**src/rtl/instruction_fetch_pkg.sv**
```systemverilog
// Shared types and constants for the instruction fetch unit.
package instruction_fetch_pkg;

  localparam int unsigned InstBus = 32;
  localparam int unsigned AddrBus = 32;

  localparam logic [AddrBus-1:0] PcIncr         = AddrBus'(4);
  localparam logic [AddrBus-1:0] DefaultResetPc = '0;

  typedef enum logic [0:0] {
    StIdle,
    StWaitMem
  } fetch_state_e;

endpackage

```
**src/rtl/instruction_fetch_if.sv**
```systemverilog
// Queue-push and memory-fetch signals of the fetch unit; master is the fetch unit side.
interface instruction_fetch_if;
  import instruction_fetch_pkg::*;

  logic               IF_S;
  logic [InstBus-1:0] IF_Inst;
  logic [AddrBus-1:0] IF_pc;
  logic               IQ_full;
  logic               MC_req;
  logic [AddrBus-1:0] MC_addr;
  logic               MC_valid;
  logic [InstBus-1:0] MC_inst;

  modport master (
    output IF_S, IF_Inst, IF_pc, MC_req, MC_addr,
    input  IQ_full, MC_valid, MC_inst
  );

  modport slave (
    input  IF_S, IF_Inst, IF_pc, MC_req, MC_addr,
    output IQ_full, MC_valid, MC_inst
  );

endinterface

```
**src/rtl/instruction_fetch_icache.sv**
```systemverilog
// Direct-mapped instruction cache: combinational lookup port, single-write fill port.
module instruction_fetch_icache
  import instruction_fetch_pkg::*;
#(
  parameter int unsigned LINES = 256
) (
  input  logic               clk,
  input  logic               rst,
  input  logic [AddrBus-1:2] lookup_addr,
  output logic               hit,
  output logic [InstBus-1:0] rd_data,
  input  logic               fill_en,
  input  logic [AddrBus-1:2] fill_addr,
  input  logic [InstBus-1:0] fill_data
);

  localparam int unsigned IdxW = $clog2(LINES);
  localparam int unsigned TagW = AddrBus - 2 - IdxW;

  logic [LINES-1:0]   valid_q;
  logic [TagW-1:0]    tag_q  [LINES];
  logic [InstBus-1:0] data_q [LINES];

  logic [IdxW-1:0] lk_idx, fill_idx;
  logic [TagW-1:0] lk_tag, fill_tag;

  assign lk_idx   = lookup_addr[IdxW+1:2];
  assign lk_tag   = lookup_addr[AddrBus-1:IdxW+2];
  assign fill_idx = fill_addr[IdxW+1:2];
  assign fill_tag = fill_addr[AddrBus-1:IdxW+2];

  assign hit     = valid_q[lk_idx] && (tag_q[lk_idx] == lk_tag);
  assign rd_data = data_q[lk_idx];

  always_ff @(posedge clk or posedge rst) begin
    if (rst) begin
      valid_q <= '0;
    end else if (fill_en) begin
      valid_q[fill_idx] <= 1'b1;
    end
  end

  // Tag/data arrays need no reset; valid bits gate every use.
  always_ff @(posedge clk) begin
    if (fill_en) begin
      tag_q[fill_idx]  <= fill_tag;
      data_q[fill_idx] <= fill_data;
    end
  end

endmodule

```
**src/rtl/instruction_fetch.sv**
```systemverilog
// Single-outstanding instruction fetch unit with flush/redirect and queue back-pressure.
// Define ICACHE_EN to compile in the direct-mapped instruction cache.
module instruction_fetch
  import instruction_fetch_pkg::*;
#(
  parameter logic [AddrBus-1:0] RESET_PC     = DefaultResetPc,
  parameter int unsigned        ICACHE_LINES = 256
) (
  input  logic                clk,
  input  logic                rst,
  input  logic                rdy,
  input  logic                clr,
  input  logic [AddrBus-1:0]  clr_pc,
  instruction_fetch_if.master bus
);

  if (ICACHE_LINES < 2 || (ICACHE_LINES & (ICACHE_LINES - 1)) != 0) begin : g_bad_lines
    $error("ICACHE_LINES must be a power of 2");
  end

  fetch_state_e       state_q, state_d;
  logic               discard_q, discard_d;
  logic [AddrBus-1:0] pc_q, pc_d;
  logic               if_s_q, if_s_d;
  logic [InstBus-1:0] if_inst_q, if_inst_d;
  logic [AddrBus-1:0] if_pc_q, if_pc_d;
  logic               mc_req_q, mc_req_d;
  logic [AddrBus-1:0] mc_addr_q, mc_addr_d;

  logic               cache_hit;
  logic [InstBus-1:0] cache_data;

`ifdef ICACHE_EN
  logic fill_en;
  // Every completed memory fetch fills, even one whose push is discarded.
  assign fill_en = rdy && (state_q == StWaitMem) && bus.MC_valid;

  instruction_fetch_icache #(
    .LINES(ICACHE_LINES)
  ) u_icache (
    .clk        (clk),
    .rst        (rst),
    .lookup_addr(pc_q[AddrBus-1:2]),
    .hit        (cache_hit),
    .rd_data    (cache_data),
    .fill_en    (fill_en),
    .fill_addr  (mc_addr_q[AddrBus-1:2]),
    .fill_data  (bus.MC_inst)
  );
`else
  assign cache_hit  = 1'b0;
  assign cache_data = '0;
`endif

  always_comb begin
    state_d   = state_q;
    discard_d = discard_q;
    pc_d      = pc_q;
    if_s_d    = 1'b0;
    if_inst_d = if_inst_q;
    if_pc_d   = if_pc_q;
    mc_req_d  = mc_req_q;
    mc_addr_d = mc_addr_q;

    if (!rdy) begin
      if_s_d = 1'b0;
    end else if (clr) begin
      pc_d = clr_pc;
      if (state_q == StWaitMem) begin
        // A same-cycle response is consumed as the discarded one.
        if (bus.MC_valid) begin
          mc_req_d  = 1'b0;
          discard_d = 1'b0;
          state_d   = StIdle;
        end else begin
          discard_d = 1'b1;
        end
      end
    end else begin
      case (state_q)
        StIdle: begin
          // Waiting for the previous push to clear keeps one push in flight.
          if (!bus.IQ_full && !if_s_q) begin
            if (cache_hit) begin
              if_s_d    = 1'b1;
              if_inst_d = cache_data;
              if_pc_d   = pc_q;
              pc_d      = pc_q + PcIncr;
            end else begin
              mc_req_d  = 1'b1;
              mc_addr_d = pc_q;
              state_d   = StWaitMem;
            end
          end
        end
        StWaitMem: begin
          if (bus.MC_valid) begin
            mc_req_d = 1'b0;
            state_d  = StIdle;
            if (discard_q) begin
              discard_d = 1'b0;
            end else begin
              if_s_d    = 1'b1;
              if_inst_d = bus.MC_inst;
              if_pc_d   = mc_addr_q;
              pc_d      = pc_q + PcIncr;
            end
          end
        end
        default: state_d = StIdle;
      endcase
    end
  end

  always_ff @(posedge clk or posedge rst) begin
    if (rst) begin
      state_q   <= StIdle;
      discard_q <= 1'b0;
      pc_q      <= RESET_PC;
      if_s_q    <= 1'b0;
      if_inst_q <= '0;
      if_pc_q   <= '0;
      mc_req_q  <= 1'b0;
      mc_addr_q <= '0;
    end else begin
      state_q   <= state_d;
      discard_q <= discard_d;
      pc_q      <= pc_d;
      if_s_q    <= if_s_d;
      if_inst_q <= if_inst_d;
      if_pc_q   <= if_pc_d;
      mc_req_q  <= mc_req_d;
      mc_addr_q <= mc_addr_d;
    end
  end

  assign bus.IF_S    = if_s_q;
  assign bus.IF_Inst = if_inst_q;
  assign bus.IF_pc   = if_pc_q;
  assign bus.MC_req  = mc_req_q;
  assign bus.MC_addr = mc_addr_q;

endmodule

```
**src/flat_wrapper.sv**
```systemverilog
// flat-port wrapper written by rule: the top's interface ports become plain ports
module instruction_fetch_flat import instruction_fetch_pkg::*;
#(
  parameter logic [AddrBus-1:0] RESET_PC     = DefaultResetPc,
  parameter int unsigned        ICACHE_LINES = 256
)
  (clk, rst, rdy, clr, clr_pc, bus_IF_S, bus_IF_Inst, bus_IF_pc, bus_MC_req, bus_MC_addr, bus_IQ_full, bus_MC_valid, bus_MC_inst);
  instruction_fetch_if bus_i ();
  input  logic clk;
  input  logic rst;
  input  logic rdy;
  input  logic clr;
  input  logic [AddrBus-1:0] clr_pc;
  output wire logic [$bits(bus_i.IF_S)-1:0] bus_IF_S;
  output wire logic [$bits(bus_i.IF_Inst)-1:0] bus_IF_Inst;
  output wire logic [$bits(bus_i.IF_pc)-1:0] bus_IF_pc;
  output wire logic [$bits(bus_i.MC_req)-1:0] bus_MC_req;
  output wire logic [$bits(bus_i.MC_addr)-1:0] bus_MC_addr;
  input wire logic [$bits(bus_i.IQ_full)-1:0] bus_IQ_full;
  input wire logic [$bits(bus_i.MC_valid)-1:0] bus_MC_valid;
  input wire logic [$bits(bus_i.MC_inst)-1:0] bus_MC_inst;
  assign bus_IF_S = bus_i.IF_S;
  assign bus_IF_Inst = bus_i.IF_Inst;
  assign bus_IF_pc = bus_i.IF_pc;
  assign bus_MC_req = bus_i.MC_req;
  assign bus_MC_addr = bus_i.MC_addr;
  assign bus_i.IQ_full = bus_IQ_full;
  assign bus_i.MC_valid = bus_MC_valid;
  assign bus_i.MC_inst = bus_MC_inst;
  instruction_fetch #(.RESET_PC(RESET_PC), .ICACHE_LINES(ICACHE_LINES)) u_core (.clk(clk), .rst(rst), .rdy(rdy), .clr(clr), .clr_pc(clr_pc), .bus(bus_i));
endmodule
```
**config.mk**
```make
export PLATFORM = sky130hd
export DESIGN_NAME = instruction_fetch_flat
export DESIGN_NICKNAME = d
export VERILOG_FILES = /design/src/rtl/instruction_fetch_pkg.sv /design/src/rtl/instruction_fetch_if.sv /design/src/rtl/instruction_fetch_icache.sv /design/src/rtl/instruction_fetch.sv /design/src/flat_wrapper.sv
export SDC_FILE = /design/constraint.sdc
export NUM_CORES = 1
export LEC_CHECK = 0
export ABC_AREA = 1
export BUFFER_PORTS_ARGS = -buffer_cell sky130_fd_sc_hd__clkbuf_2
export CAP_MARGIN = 20
export CORE_MARGIN = 1.5
export CORE_UTILIZATION = 48
export DETAILED_ROUTE_END_ITERATION = 12
export PLACE_DENSITY = 0.77
export SETUP_SLACK_MARGIN = 0.02
export SLEW_MARGIN = 10
export SYNTH_ARGS = -nofsm -noshare
export SYNTH_HDL_FRONTEND = slang
export SYNTH_SLANG_ARGS = --single-unit
```
**constraint.sdc**
```tcl
create_clock -name clk -period 3.8 [get_ports clk]
set_clock_uncertainty 0.2 [all_clocks]
set_input_delay 0.38 -clock clk [delete_from_list [all_inputs] [get_ports clk]]
set_output_delay 0.38 -clock clk [all_outputs]
set_load 0.02 [all_outputs]
```
* Word level (Yosys, flattened, before mapping)
Index checks and enable logic that the tools add are counted.
** Word-level totals
- Bits in registers :: 132
- Input port bits :: 70
- Output and inout port bits :: 98
- Word-level logic and storage cells :: 56
** Operators by class
- $add $sub $neg :: 1
- Eq/ne operators :: 7
- Mux-type cells :: 29
- Bitwise logic cells :: 2
- Reductions and logical operators :: 9
** Operators by type and width (number)
- 32-bit two-way mux :: 10
- 32-bit by 3-bit adder with 32-bit output, second input constant :: 1
- 1-bit two-way mux :: 16
- 4-bit AND reduction :: 2
- 2-bit != test, second input constant :: 3
- 3-bit != test, second input constant :: 2
- 1-bit case mux with 2 select lines :: 3
- 3-bit AND reduction :: 2
- 5-bit AND reduction :: 1
- 3-bit by 2-bit != test with 1-bit output, second input constant :: 1
- 1-bit logical NOT :: 2
- 2-bit by 1-bit != test with 1-bit output, second input constant :: 1
- 1-bit inverter :: 2
- 2-bit nonzero test :: 1
- 1-bit logical AND :: 1

* Logic depth before layout (Yosys ltp)
Gate-level depths: netlist of run 1.
- Depth in word-level cells :: 5
- Depth in mapped cells :: 10
- Depth with buffers taken out :: 10

* Least setup slack after synthesis of run 1
OpenSTA, ideal clock, no wires.
- Kind :: register to register
- From :: register u_core.pc_q[3]
- To :: register u_core.pc_q[30]
- Setup time :: 0.116 ns
- Arrival :: 1.326 ns
- Data required time :: 3.484 ns
- Path slack :: 2.158 ns
- Stages on the path, launching flop included :: 11
- Cell sequence :: dfrtp_1 > ha_1 > nand2_2 > nor2_4 > nand2_4 > nor2_1 > nand2_1 > nand2_1 > nand3_1 > nand2_1 > nand2_1
** On the way
- Cells in the longest elaborated chain, start to end :: 5
** Ends and longest elaborated chain
- from (decl) :: RTL line instruction_fetch.sv:23 : logic [AddrBus-1:0] pc_q, pc_d;
- from (signal assigned) :: RTL line instruction_fetch.sv:128 : pc_q <= pc_d;
- 32-bit by 3-bit adder with 32-bit output
- 32-bit two-way mux :: RTL line instruction_fetch.sv:100 : if (discard_q) begin
- 32-bit two-way mux :: RTL line instruction_fetch.sv:97 : if (bus.MC_valid) begin
- 32-bit two-way mux :: RTL line instruction_fetch.sv:80 : case (state_q)
- 32-bit two-way mux :: RTL line instruction_fetch.sv:67 : end else if (clr) begin
No other way between the ends. The select of a mux whose other input is x is not followed.
A chain may end at the register's enable or synchronous reset.

* Worst setup path after layout of run 1
- From :: input clr
- To :: register u_core.pc_q[14]
** On the way
- Cells in the longest elaborated chain, start to end :: 2
- Elaborated cells on any way between the ends :: 5
- Those cells by class :: eq/ne: 3; mux: 1; reduce/logical: 1
** Ends and longest elaborated chain
- from (decl) :: RTL line flat_wrapper.sv:12 : input logic clr;
- 3-bit != test (no line) / 2-bit != test (equally long branches)
- 4-bit AND reduction (no line)
Parallel ways exist; a longest one is shown, timed or not.

==> results.md, run 1 <==
* Post_cts resized at 0
* GRT Total Usage at between 20 and 25%
* Final Net Count at 1060
* DP HPWL at 10600 µm
* Register area share after synthesis at 53.7%
* CP endpoint kind: flop
* Maximum clock path buffer count at 2
* GR peak layer: met2
* P&R area growth vs syn at 30.9%
* Post-synthesis xor/xnor area fraction at 0.142%
* Die Ht at about 120 µm
* Worst Tran Pin Value at between 1 and 1.5 ns
* Cells along the critical path: clkbuf_2 -> nand2_1 -> nand2_2 -> inv_2 -> a21oi_1 -> o21ai_0 -> nand2_1 -> inv_1
* Status: finished, violations left
* WL/cell at 13.7 µm
* Inserted Clock Buffers at 17
* Post-synth top area cell: dfrtp_1
* Max stage delay on crit path at 0.45 ns
* Storage cell area at around 0.0033 mm²
* Core ar. at roughly 0.013 mm²
* Leakage at roughly 4.4 nW
* Main combinational cell family by area after synthesis: simple AND/OR/NAND/NOR gates
* IO Count at ~170
* IO Port Bufs at between 150 and 200
* Initial antenna violation count at 0
* Endpoints failing setup at 0
* Clock Latency Late Sink at roughly 0.42 ns
* DP Cell Count at between 1000 and 1500
* Area of the multi-input gates at approximately 0.0025 mm²
* Share of layout cells above drive strength 1 at about 22%
* RSZ-0062 raised after global routing: no
* F_max at about 0.43 GHz
* Post-synth top area share at a little over half
* CTS Hold Bufs at 32
* DRT iter0 DRCs at 542
* Met3 usage at 6.33%
* Crit path required time at just under 4 ns
* Adder-Cell Fraction of Synth Area at 0.203%
* Mapped Nets at slightly below 900
* Yosys warnings at 0
* Fin. Hold Viols at 59
* Vias in the first global route at about 5200
* Fin crit period at approximately 2.3 ns
* Max-slew violations at 0
* GR Util met1 at between 30% and 40%
* DRC at 0
* Critical path class: input port to flop
* Die W at roughly 120 µm
* Largest net degree at the start of global routing at 133
* WL final at about 16000 µm
* TNS Setup at 0 ns
* Yosys reg bits at 132
* Peak supply drop at 0.299 mV
* Postcts setup bufs at 0
* Top post-synthesis cells by area: dfrtp_1 54%, nand2_1 22%, nor2_1 4.5%
* WP data arrival at approximately 2.4 ns
* Netlist cell types at 31
* Via/cell ratio at 4.85
* Final hold slack at -0.112 ns
* CTS H-tree lvls at 4
* Max_slew headroom at approximately 29%
* CP max-delay cell: clkbuf_2
* Synth Cell Area at ~0.0062 mm²
* Startpoint types: input port
* Row Count at 41
* Mapped Avg Cell Area at a little under 8 µm²
* Post-synth EDFFs at 0
* Synth Area in Compound Gates at a little over 7%
* Simple-gate area share of the yosys netlist at between 30% and 40%
* First-pass GRT wire length at 25000 µm
* Pwr per Cell Area at around 740 mW/mm²
* Routability cong. at ~0.95
* Die ar. at about 0.014 mm²
* Via count at around 5700
* Final Power at about 6.0 mW
* Synth Instances at approximately 800
* Cell mode on critical path: nand2_1
* CP top delay family: buffers and inverters
* Failing checks: negative hold slack
* CTS root buf: clkbuf_16
* Post-synthesis async set-or-reset flop share at 100%
* Buf/Inv on CP at 3
* Clk sink count at ~130
* Initial Util at around half
* Mux contribution to synthesized area at less than 1%
* Crit path max fanout at 35
* First-pass iteration count of the detailed router at 5
* CTS tree: yes
* Grt ovf at 0
* N_diodes at 0
* Non-Filler Instances at around 1200
* Final ANT Viol Nets at 0
* Tcrit/Tclk final at between 60% and 70%
* Most used flip-flop cell after synthesis: dfrtp_1
* Clock Pin Slew Worst Setup and Hold Paths at ~0.05 ns
* Hold WC Path Type: input port to asynchronous set/reset pin
* Fillcell total at 1083
* GR Layer Usage met2 at a little under two fifths
* Max-cap violations at 0
==> where the power goes <==
group / internal [mW] / switching [mW]
clock network: 1.23 / 0.589
logic: 0.597 / 1.25
registers: 1.91 / 0.375
total: 3.74 / 2.21
==> flip-flops by register name (all words and copies together), names as in the netlist <==
register            cells
u_core.pc_q            32
u_core.bus.IF_pc       32
u_core.bus.MC_addr     32
u_core.discard_q        1
u_core.bus.IF_Inst     32
u_core.state_q          1
u_core.bus.MC_req       1
u_core.bus.IF_S         1
==> cell usage in the layout (no fill, tap or decap), types with 3 or more instances in the layout <==
cell	count
nand2_1	366
clkbuf_2	167
dfrtp_1	132
nor2_1	73
o21ai_0	54
inv_1	50
nand3_1	33
dlygate4sd3_1	32
a21oi_1	18
clkbuf_16	17
nor2_4	6
o21ai_1	5
bufinv_16	5
clkbuf_8	4
nand2_2	3
inv_2	3
clkinvlp_4	3
clkbuf_1	3
buf_4	3
==> worst paths after layout <==
kind	from	end	slack (ns)	cells after the start
worst min-delay path	rst	u_core.bus.IF_pc[12]	-0.11	3
worst max register to register	u_core.bus.IF_S	u_core.bus.MC_addr[22]	1.64	4
worst min register to register	u_core.bus.IF_pc[1]	u_core.bus.IF_pc[1]	0.27	2
min in group clk	bus_MC_valid	u_core.discard_q	0.02	2
max in group asynchronous	rst	u_core.pc_q[28]	2.89	3
worst max-delay path	clr	u_core.pc_q[14]	1.50	8
==> cell families (layout without fill, tap and decap cells) <==
| kind of cell | count (synthesis) | after routing |
|---|---|---|
| simple gates | 491 | 491 |
| fa+ha+maj | 1 | 1 |
| buf+inv | 87 | 290 |
| xor+xnor | 1 | 1 |
| mux | 2 | 2 |
| flops | 132 | 132 |
| compound gates | 85 | 85 |
==> final cells by class <==
class	instances	share of cell area, %
clock inverters	8	2.11
repair buffers	203	14.9
well taps	172	2.67
clock buffers	24	6.10
inverters	55	2.61
flip-flops and latches	132	41.0
multi-input cells	580	30.6
==> through the flow <==
stage | setup slack, ns | util, % | instance area [µm²] | hold slack, ns
floorplan | 1.58 | - | 6160 | 0.271
global placement | 1.29 | 56.3 | 7080 | 0.253
detailed placement | 1.13 | 56.3 | 7080 | 0.258
CTS | 1.55 | 64.1 | 8060 | 0.00317
global route | 1.37 | 64.1 | 8060 | 0.0134
finish | 1.50 | 64.1 | 8060 | -0.112
==> per-layer routing <==
layer | vias to the layer above | part of all wire [%] | routed length, µm
li1 | 2864 | - | -
met1 | 2601 | 46 | 7430
met2 | 200 | 45 | 7210
met3 | 24 | 6.9 | 1110
met4 | 0 | 2.2 | 358
met5 | - | 0 | 0
==> synthesized netlist by cell type (2+ instances only) <==
cell type	instances
o22ai_1	2
nand2_1	366
nand3b_1	2
clkbuf_1	12
inv_1	51
nand2_4	2
nor2_2	2
a31oi_1	2
and2_1	2
buf_4	10
nor2_4	5
a21oi_1	18
mux2_2	2
nor2_1	73
buf_2	8
nand2_2	3
dfrtp_1	132
inv_2	3
o211ai_1	2
buf_6	2
o21ai_0	54
o21ai_1	5
nand3_1	33
==> worst register-to-register path: cells and delay by family, from the launching register on <==
family | cells | cell delay (ns)
and+or+nand+nor | 2 | 0.74
buffers and inverters | 1 | 0.45
DFF | 1 | 0.38
AOI/OAI and AO/OA | 1 | 0.28
No activity file was read; power rests on OpenSTA's default activity.
==> run 2, diff against run 1 <==
--- a/config.mk
+++ b/config.mk
@@ -9,9 +9,9 @@
 export BUFFER_PORTS_ARGS = -buffer_cell sky130_fd_sc_hd__clkbuf_2
 export CAP_MARGIN = 20
 export CORE_MARGIN = 1.5
-export CORE_UTILIZATION = 48
+export CORE_UTILIZATION = 53
 export DETAILED_ROUTE_END_ITERATION = 12
-export PLACE_DENSITY = 0.77
+export PLACE_DENSITY = 0.81
 export SETUP_SLACK_MARGIN = 0.02
 export SLEW_MARGIN = 10
 export SYNTH_ARGS = -nofsm -noshare
==> constraint.sdc (replaced) <==
create_clock -name clk -period 2.28 [get_ports clk]
set_clock_uncertainty 0.2 [all_clocks]
set_input_delay 0.228 -clock clk [delete_from_list [all_inputs] [get_ports clk]]
set_output_delay 0.228 -clock clk [all_outputs]
set_load 0.02 [all_outputs]
==> run 2 against run 1 <==
The flow now finishes without violations. Cell count is 0.60% higher. Clock-buffer cell count is 6 lower. Largest power group unchanged. Via count is 5.0% higher. Highest routed layer unchanged. Critical path type unchanged. Design area is 3.0% higher.
==> results.md, run 2 (same netlist as run 1, synthesis figures left out) <==
* Status: complete, no violations
* Postcts setup bufs at 0 (unchanged)
* IO Count at 168 (unchanged)
* Final ANT Viol Nets at 0 (unchanged)
* Maximum clock path buffer count at 2 (unchanged)
* CP endpoint kind: flop
* DRT iter0 DRCs at 613 (+13%)
* Clock Latency Late Sink at 0.41 ns (about the same)
* Commonest non-fill, non-tap cell in the layout: nand2_1
* Initial antenna violation count at 0 (unchanged)
* Core ar. at 0.0114 mm² (-9.5%)
* Fillcell total at 845 (-22%)
* F_max at between 0.4 and 0.5 GHz
* Post_cts resized at 0 (unchanged)
* Dpl ws at 0.300 ns (-0.831 ns)
* Via/cell ratio at 5.06 (+4.4%)
* Initial Util at 54.1% (+5.2 points)
* Max_slew headroom at 28.2% (-0.74 points)
* R2r setup slk at 0.31 ns (-1.33 ns)
* First-pass GRT wire length at 28200 µm (+12%)
* First-pass iteration count of the detailed router at 5 (unchanged)
* Max-cap violations at 0 (unchanged)
* CP max-delay cell: inv_2
* Final setup margin at 0.172 ns (-1.33 ns)
* Worst Reg-to-Reg Cells at 10 (+6)
* N_diodes at 0 (unchanged)
* WP data arrival at 2.25 ns (-0.17 ns)
* CTS H-tree lvls at 4 (unchanged)
* Cells along the critical path: dlygate4sd3_1 -> clkbuf_2 -> nand2_1 -> inv_1 -> nand3_2 -> nor2_4 -> inv_2 -> nand2_1 -> nand2_1
* Largest net degree at the start of global routing at 66 (-50%)
* Vias in the first global route at 5677 (+9.0%)
* TNS Setup at 0 ns (unchanged)
* RSZ-0062 raised after global routing: no
* Inserted Clock Buffers at 17 (unchanged)
* Max-slew violations at 0 (unchanged)
* Fin crit period at ~2.1 ns
* Share of layout cells above drive strength 1 at 21.7% (-0.28 points)
* Clock Pin Slew Worst Setup and Hold Paths at 0.05 ns (about the same)
* Non-Filler Instances at 1181 (+0.60%)
* Critical path depth at 9 (+1)
* Routability cong. at 0.897 (-5.3%)
* Die Ht at 111 µm (-4.7%)
* Max stage delay on crit path at 0.77 ns (+0.32 ns)
* Die W at 111 µm (-4.7%)
* Via count at 5975 (+5.0%)
* Pwr per Cell Area at 1150 mW/mm² (+56%)
* Grt ovf at 0 (unchanged)
* Hold WC Path Type: input port to flop
* Fin util at 73.0% (+8.9 points)
* Setup crit start: bus_MC_valid
* WL final at 16900 µm (+5.0%)
* Final Net Count at 1097 (+3.5%)
* Worst Tran Pin Value at 1.08 ns (+0.00959 ns)
* Cell mode on critical path: nand2_1
* Most frequent cells in the layout: 366 x nand2_1, 167 x clkbuf_2, 132 x dfrtp_1
* Buf/Inv on CP at 4 (+1)
* Tcrit/Tclk final at 92.4%
* DP Cell Count at 1085 (-2.3%)
* Crit path max fanout at 64 (+83%)
* Endpoints failing setup at 0 (unchanged)
* IO Port Bufs at 167 (unchanged)
* CTS tree: yes
* Critical path class: input port to flop
* Die ar. at 0.0123 mm² (-9.2%)
* Worst R2R End: u_core.pc_q[30]
* CTS root buf: clkbuf_16
* DRC at 0 (unchanged)
* Worst r2r src: u_core.pc_q[3]
* Startpoint types: input port
* DP HPWL at 10600 µm (about the same)
* GRT Total Usage at 28.5% (+4.4 points)
* Row Count at 39 (-4.9%)
* WL/cell at 14.3 µm (+4.4%)
* Critical path destination: u_core.bus.IF_Inst[28]
* CP top delay family: buffers and inverters
* Clk sink count at 132 (unchanged)
* P&R area growth vs syn at 34.8%
* Peak supply drop at 0.752 mV (+150%)
* Fin. Hold Viols at 0 (-100%)
* Crit path required time at 2.42 ns (-1.49 ns)
* Leakage at 4.46 nW (+2.4%)
* CTS Hold Bufs at 65 (+100%)
## run 2: cell types whose count changed in the layout (fill, tap and decap cells not counted), moves of 3 or more
cell	delta
dlygate4sd3_1	+33
clkbuf_8	-4
clkinvlp_4	+4
buf_4	+3
bufinv_16	-3
## run 2: per-layer routing
layer  wire length [µm]  global-route usage [%]  vias to the layer above
li1                   -                       -                     2940
met1               7490                    39.1                     2737
met2               7930                    45.3                      261
met3               1100                    5.96                       37
met4                395                    10.0                        0
met5                  0                       0                        -
## run 2: area by class of cell
class	count	area, µm²	area share [%]
sequential	132	3300	39.8
inverter	55	210	2.53
tap	143	179	2.16
clock buffer	18	429	5.17
timing repair buffer	240	1570	18.9
multi-input combinational	580	2470	29.7
clock inverter	13	138	1.66
## run 2: worst register-to-register path: stages (launching register included)
cell and delay [ns]:
dfrtp_1 0.44, ha_1 0.29, nand2_2 0.11, nor2_4 0.14
nand2_4 0.10, nor2_1 0.23, nand2_1 0.09, nand2_1 0.06
nand3_1 0.06, nand2_1 0.09, nand2_1 0.04
## run 2: worst min path at each step
| stage | start | cells past startpoint | slack [ns] | to |
|---|---|---|---|---|
| 4_1_cts | rdy | 3 | 0.0004 | u_core.state_q |
| 2_1_floorplan | bus_MC_valid | 1 | 0.14 | u_core.discard_q |
| 6_report | clr_pc[30] | 5 | 0.03 | u_core.pc_q[30] |
| 3_3_place_gp | rst | 2 | 0.07 | u_core.bus.IF_Inst[4] |
| 3_5_place_dp | rst | 2 | 0.08 | u_core.bus.IF_Inst[2] |
| 5_1_grt | rdy | 3 | 0.04 | u_core.state_q |
## run 2: through the flow
stage | hold WS, ns | total power, mW | instance area (µm²)
after detailed placement | 0.0758 | 6.86 | 7080
final | 0.0278 | 9.58 | 8300
after global routing | 0.0415 | 10.1 | 8300
after global placement | 0.0712 | 6.77 | 7080
after floorplan | 0.144 | 5.66 | 6160
after CTS | 0.000422 | 9.56 | 8300
## run 2: power breakdown
group / internal [mW] / switching (mW) / total (mW)
Sequential: 3.19 / 0.650 / 3.84
Clock: 1.60 / 0.994 / 2.59
Combinational: 1.04 / 2.11 / 3.15
==> run 3, diff against run 2 <==
--- a/config.mk
+++ b/config.mk
@@ -9,9 +9,9 @@
 export BUFFER_PORTS_ARGS = -buffer_cell sky130_fd_sc_hd__clkbuf_2
 export CAP_MARGIN = 20
 export CORE_MARGIN = 1.5
-export CORE_UTILIZATION = 53
+export CORE_UTILIZATION = 55
 export DETAILED_ROUTE_END_ITERATION = 12
-export PLACE_DENSITY = 0.81
+export PLACE_DENSITY = 0.83
 export SETUP_SLACK_MARGIN = 0.02
 export SLEW_MARGIN = 10
 export SYNTH_ARGS = -nofsm -noshare
==> constraint.sdc (replaced) <==
create_clock -name clk -period 2.5 [get_ports clk]
set_clock_uncertainty 0.2 [all_clocks]
set_input_delay 0.25 -clock clk [delete_from_list [all_inputs] [get_ports clk]]
set_output_delay 0.25 -clock clk [all_outputs]
set_load 0.02 [all_outputs]
==> run 3 against run 2 <==
Design area rose by 2.0%. Total power decreased by 5.1%. Global-route usage increased by 1.8 points. Cell count increased by 0.59%. Highest routed layer unchanged.
==> results.md, run 3 (same netlist as run 1, synthesis figures left out) <==
* First-pass GRT wire length at 27600 µm (-2.2%)
* P&R area growth vs syn at 37.6%
* Vias in the first global route at 5656 (-0.37%)
* Buf/Inv on CP at 4 (unchanged)
* Clk sink count at 132 (unchanged)
* Max_slew headroom at 31.6% (+3.4 points)
* Final setup margin at 0.178 ns (+0.00558 ns)
* WL/cell at 14.6 µm (+1.8%)
* Via count at 6157 (+3.0%)
* Inserted Clock Buffers at 17 (unchanged)
* Cell mode on critical path: dlygate4sd3_1
* Row Count at 38 (-2.6%)
* Max-cap violations at 0 (unchanged)
* N_diodes at 0 (unchanged)
* CTS root buf: clkbuf_8
* Critical path class: input port to flop
* Placed Area at 0.00708 mm² (about the same)
* Commonest non-fill, non-tap cell in the layout: nand2_1
* Status: complete, no violations
* Worst Tran Pin Value at 1.03 ns (-0.0498 ns)
* Die Ht at 109 µm (-1.8%)
* DP HPWL at 10600 µm (about the same)
* Fin crit period at 2.32 ns
* F_max at 0.431 GHz
* Most frequent cells in the layout: 366 x nand2_1, 167 x clkbuf_2, 132 x dfrtp_1
* CP max-delay cell: dlygate4sd3_1
* CP top delay family: buffers and inverters
* CTS H-tree lvls at 4 (unchanged)
* Peak supply drop at 0.614 mV (-18%)
* Startpoint types: input port
* Final ANT Viol Nets at 0 (unchanged)
* Pwr per Cell Area at 1070 mW/mm² (-7.0%)
* GRT Total Usage at 30.4% (+1.8 points)
* CP endpoint kind: flop
* Die ar. at 0.0118 mm² (-3.5%)
* CTS tree: yes
* Clock Pin Slew Worst Setup and Hold Paths at 0.06 ns (about the same)
* Crit path max fanout at 6 (-91%)
* WP data arrival at 2.56 ns (+0.31 ns)
* WL final at 17300 µm (+2.4%)
* Hold WC Path Type: input port to flop
* Die W at 109 µm (-1.8%)
* Largest net degree at the start of global routing at 66 (unchanged)
* Fillcell total at 750 (-11%)
* Fin. Hold Viols at 0 (unchanged)
* DRT iter0 DRCs at 609 (-0.65%)
* Cells along the critical path: dlygate4sd3_1 -> clkbuf_2 -> nand2_1 -> nor2_1 -> dlygate4sd3_1 -> a21oi_1 -> dlygate4sd3_1
* Core ar. at 0.0109 mm² (-4.2%)
* Routability cong. at 0.887 (-1.2%)
* Maximum clock path buffer count at 2 (unchanged)
* Crit path required time at 2.74 ns (+0.32 ns)
* Grt ovf at 0 (unchanged)
* Post_cts resized at 0 (unchanged)
* Final Net Count at 1107 (+0.91%)
* IO Count at 168 (unchanged)
* TNS Setup at 0 ns (unchanged)
* DRC at 0 (unchanged)
* Max stage delay on crit path at 0.60 ns (-0.17 ns)
* IO Port Bufs at 167 (unchanged)
* Endpoints failing setup at 0 (unchanged)
* RSZ-0062 raised after global routing: no
* Clock Latency Late Sink at 0.51 ns (+0.10 ns)
* Via/cell ratio at 5.18 (+2.4%)
* Leakage at 4.56 nW (+2.2%)
* Max-slew violations at 0 (unchanged)
* First-pass iteration count of the detailed router at 6 (+1)
* Share of layout cells above drive strength 1 at 21.6% (-0.11 points)
* Initial antenna violation count at 0 (unchanged)
* Dpl ws at 0.464 ns (+0.165 ns)
* Tcrit/Tclk final at around 93%
* Design area at 0.00847 mm² (+2.0%)
* Initial Util at 56.5% (+2.4 points)
==> run 3: what timing repair did <==
action / in CTS / in global routing
endpoints found under the setup margin: 0 / 0
buffers inserted: 0 / 0
endpoints found under the hold margin: 133 / 0
hold buffers: 75 / 0
==> run 3: report_power, final <==
part / total, mW / switching (mW) / internal (mW)
logic: 2.91 / 1.95 / 0.967
registers: 3.50 / 0.596 / 2.91
clock network: 2.68 / 0.946 / 1.73
total: 9.09 / 3.49 / 5.61
==> run 3: worst paths after layout <==
kind | start | to | slack [ns] | cells past startpoint
setup / recovery | rdy | u_core.pc_q[1] | 0.18 | 7
hold / removal | clr | u_core.pc_q[3] | 0.08 | 4
setup reg to reg | u_core.pc_q[3] | u_core.pc_q[12] | 0.53 | 8
hold reg to reg | u_core.bus.IF_Inst[19] | u_core.bus.IF_Inst[19] | 0.27 | 2
max in group asynchronous | rst | u_core.bus.MC_addr[24] | 1.25 | 4
min in group asynchronous | rst | u_core.bus.IF_Inst[3] | 0.14 | 3
==> run 3: worst reg2reg max path: stages, from the launching register on <==
cell and delay (ns):
dfrtp_1 0.42, ha_1 0.28, nand2_2 0.10, nor2_4 0.16, nand3b_1 0.17, o21ai_0 0.20
nand2_1 0.08, o21ai_1 0.15, inv_1 0.10
==> run 3: area by class of cell <==
cell class | count | area (µm²) | area share [%]
multi-input combinational | 580 | 2470 | 29.2
sequential | 132 | 3300 | 39.0
clock inverter | 14 | 225 | 2.66
inverter | 55 | 210 | 2.48
tap | 140 | 175 | 2.07
timing repair buffer | 250 | 1670 | 19.7
clock buffer | 17 | 414 | 4.89
==> run 3: routing by layer <==
layer | vias up | GRT usage (%) | wire [µm]
li1 | 2968 | - | -
met1 | 2839 | 38.5 | 7000
met2 | 300 | 50.5 | 8340
met3 | 50 | 5.74 | 1350
met4 | 0 | 13.9 | 614
met5 | - | 0 | 0
==> run 3: through the flow <==
step	hold slack [ns]	utilization, %	std cells	power, mW
3_3_place_gp	0.126	65.0	1082	6.16
6_report	0.0789	77.8	1188	9.09
3_5_place_dp	0.123	65.0	1082	6.26
4_1_cts	0.0294	77.8	1188	9.06
5_1_grt	0.0894	77.8	1188	9.60
2_1_floorplan	0.166	-	799	5.16
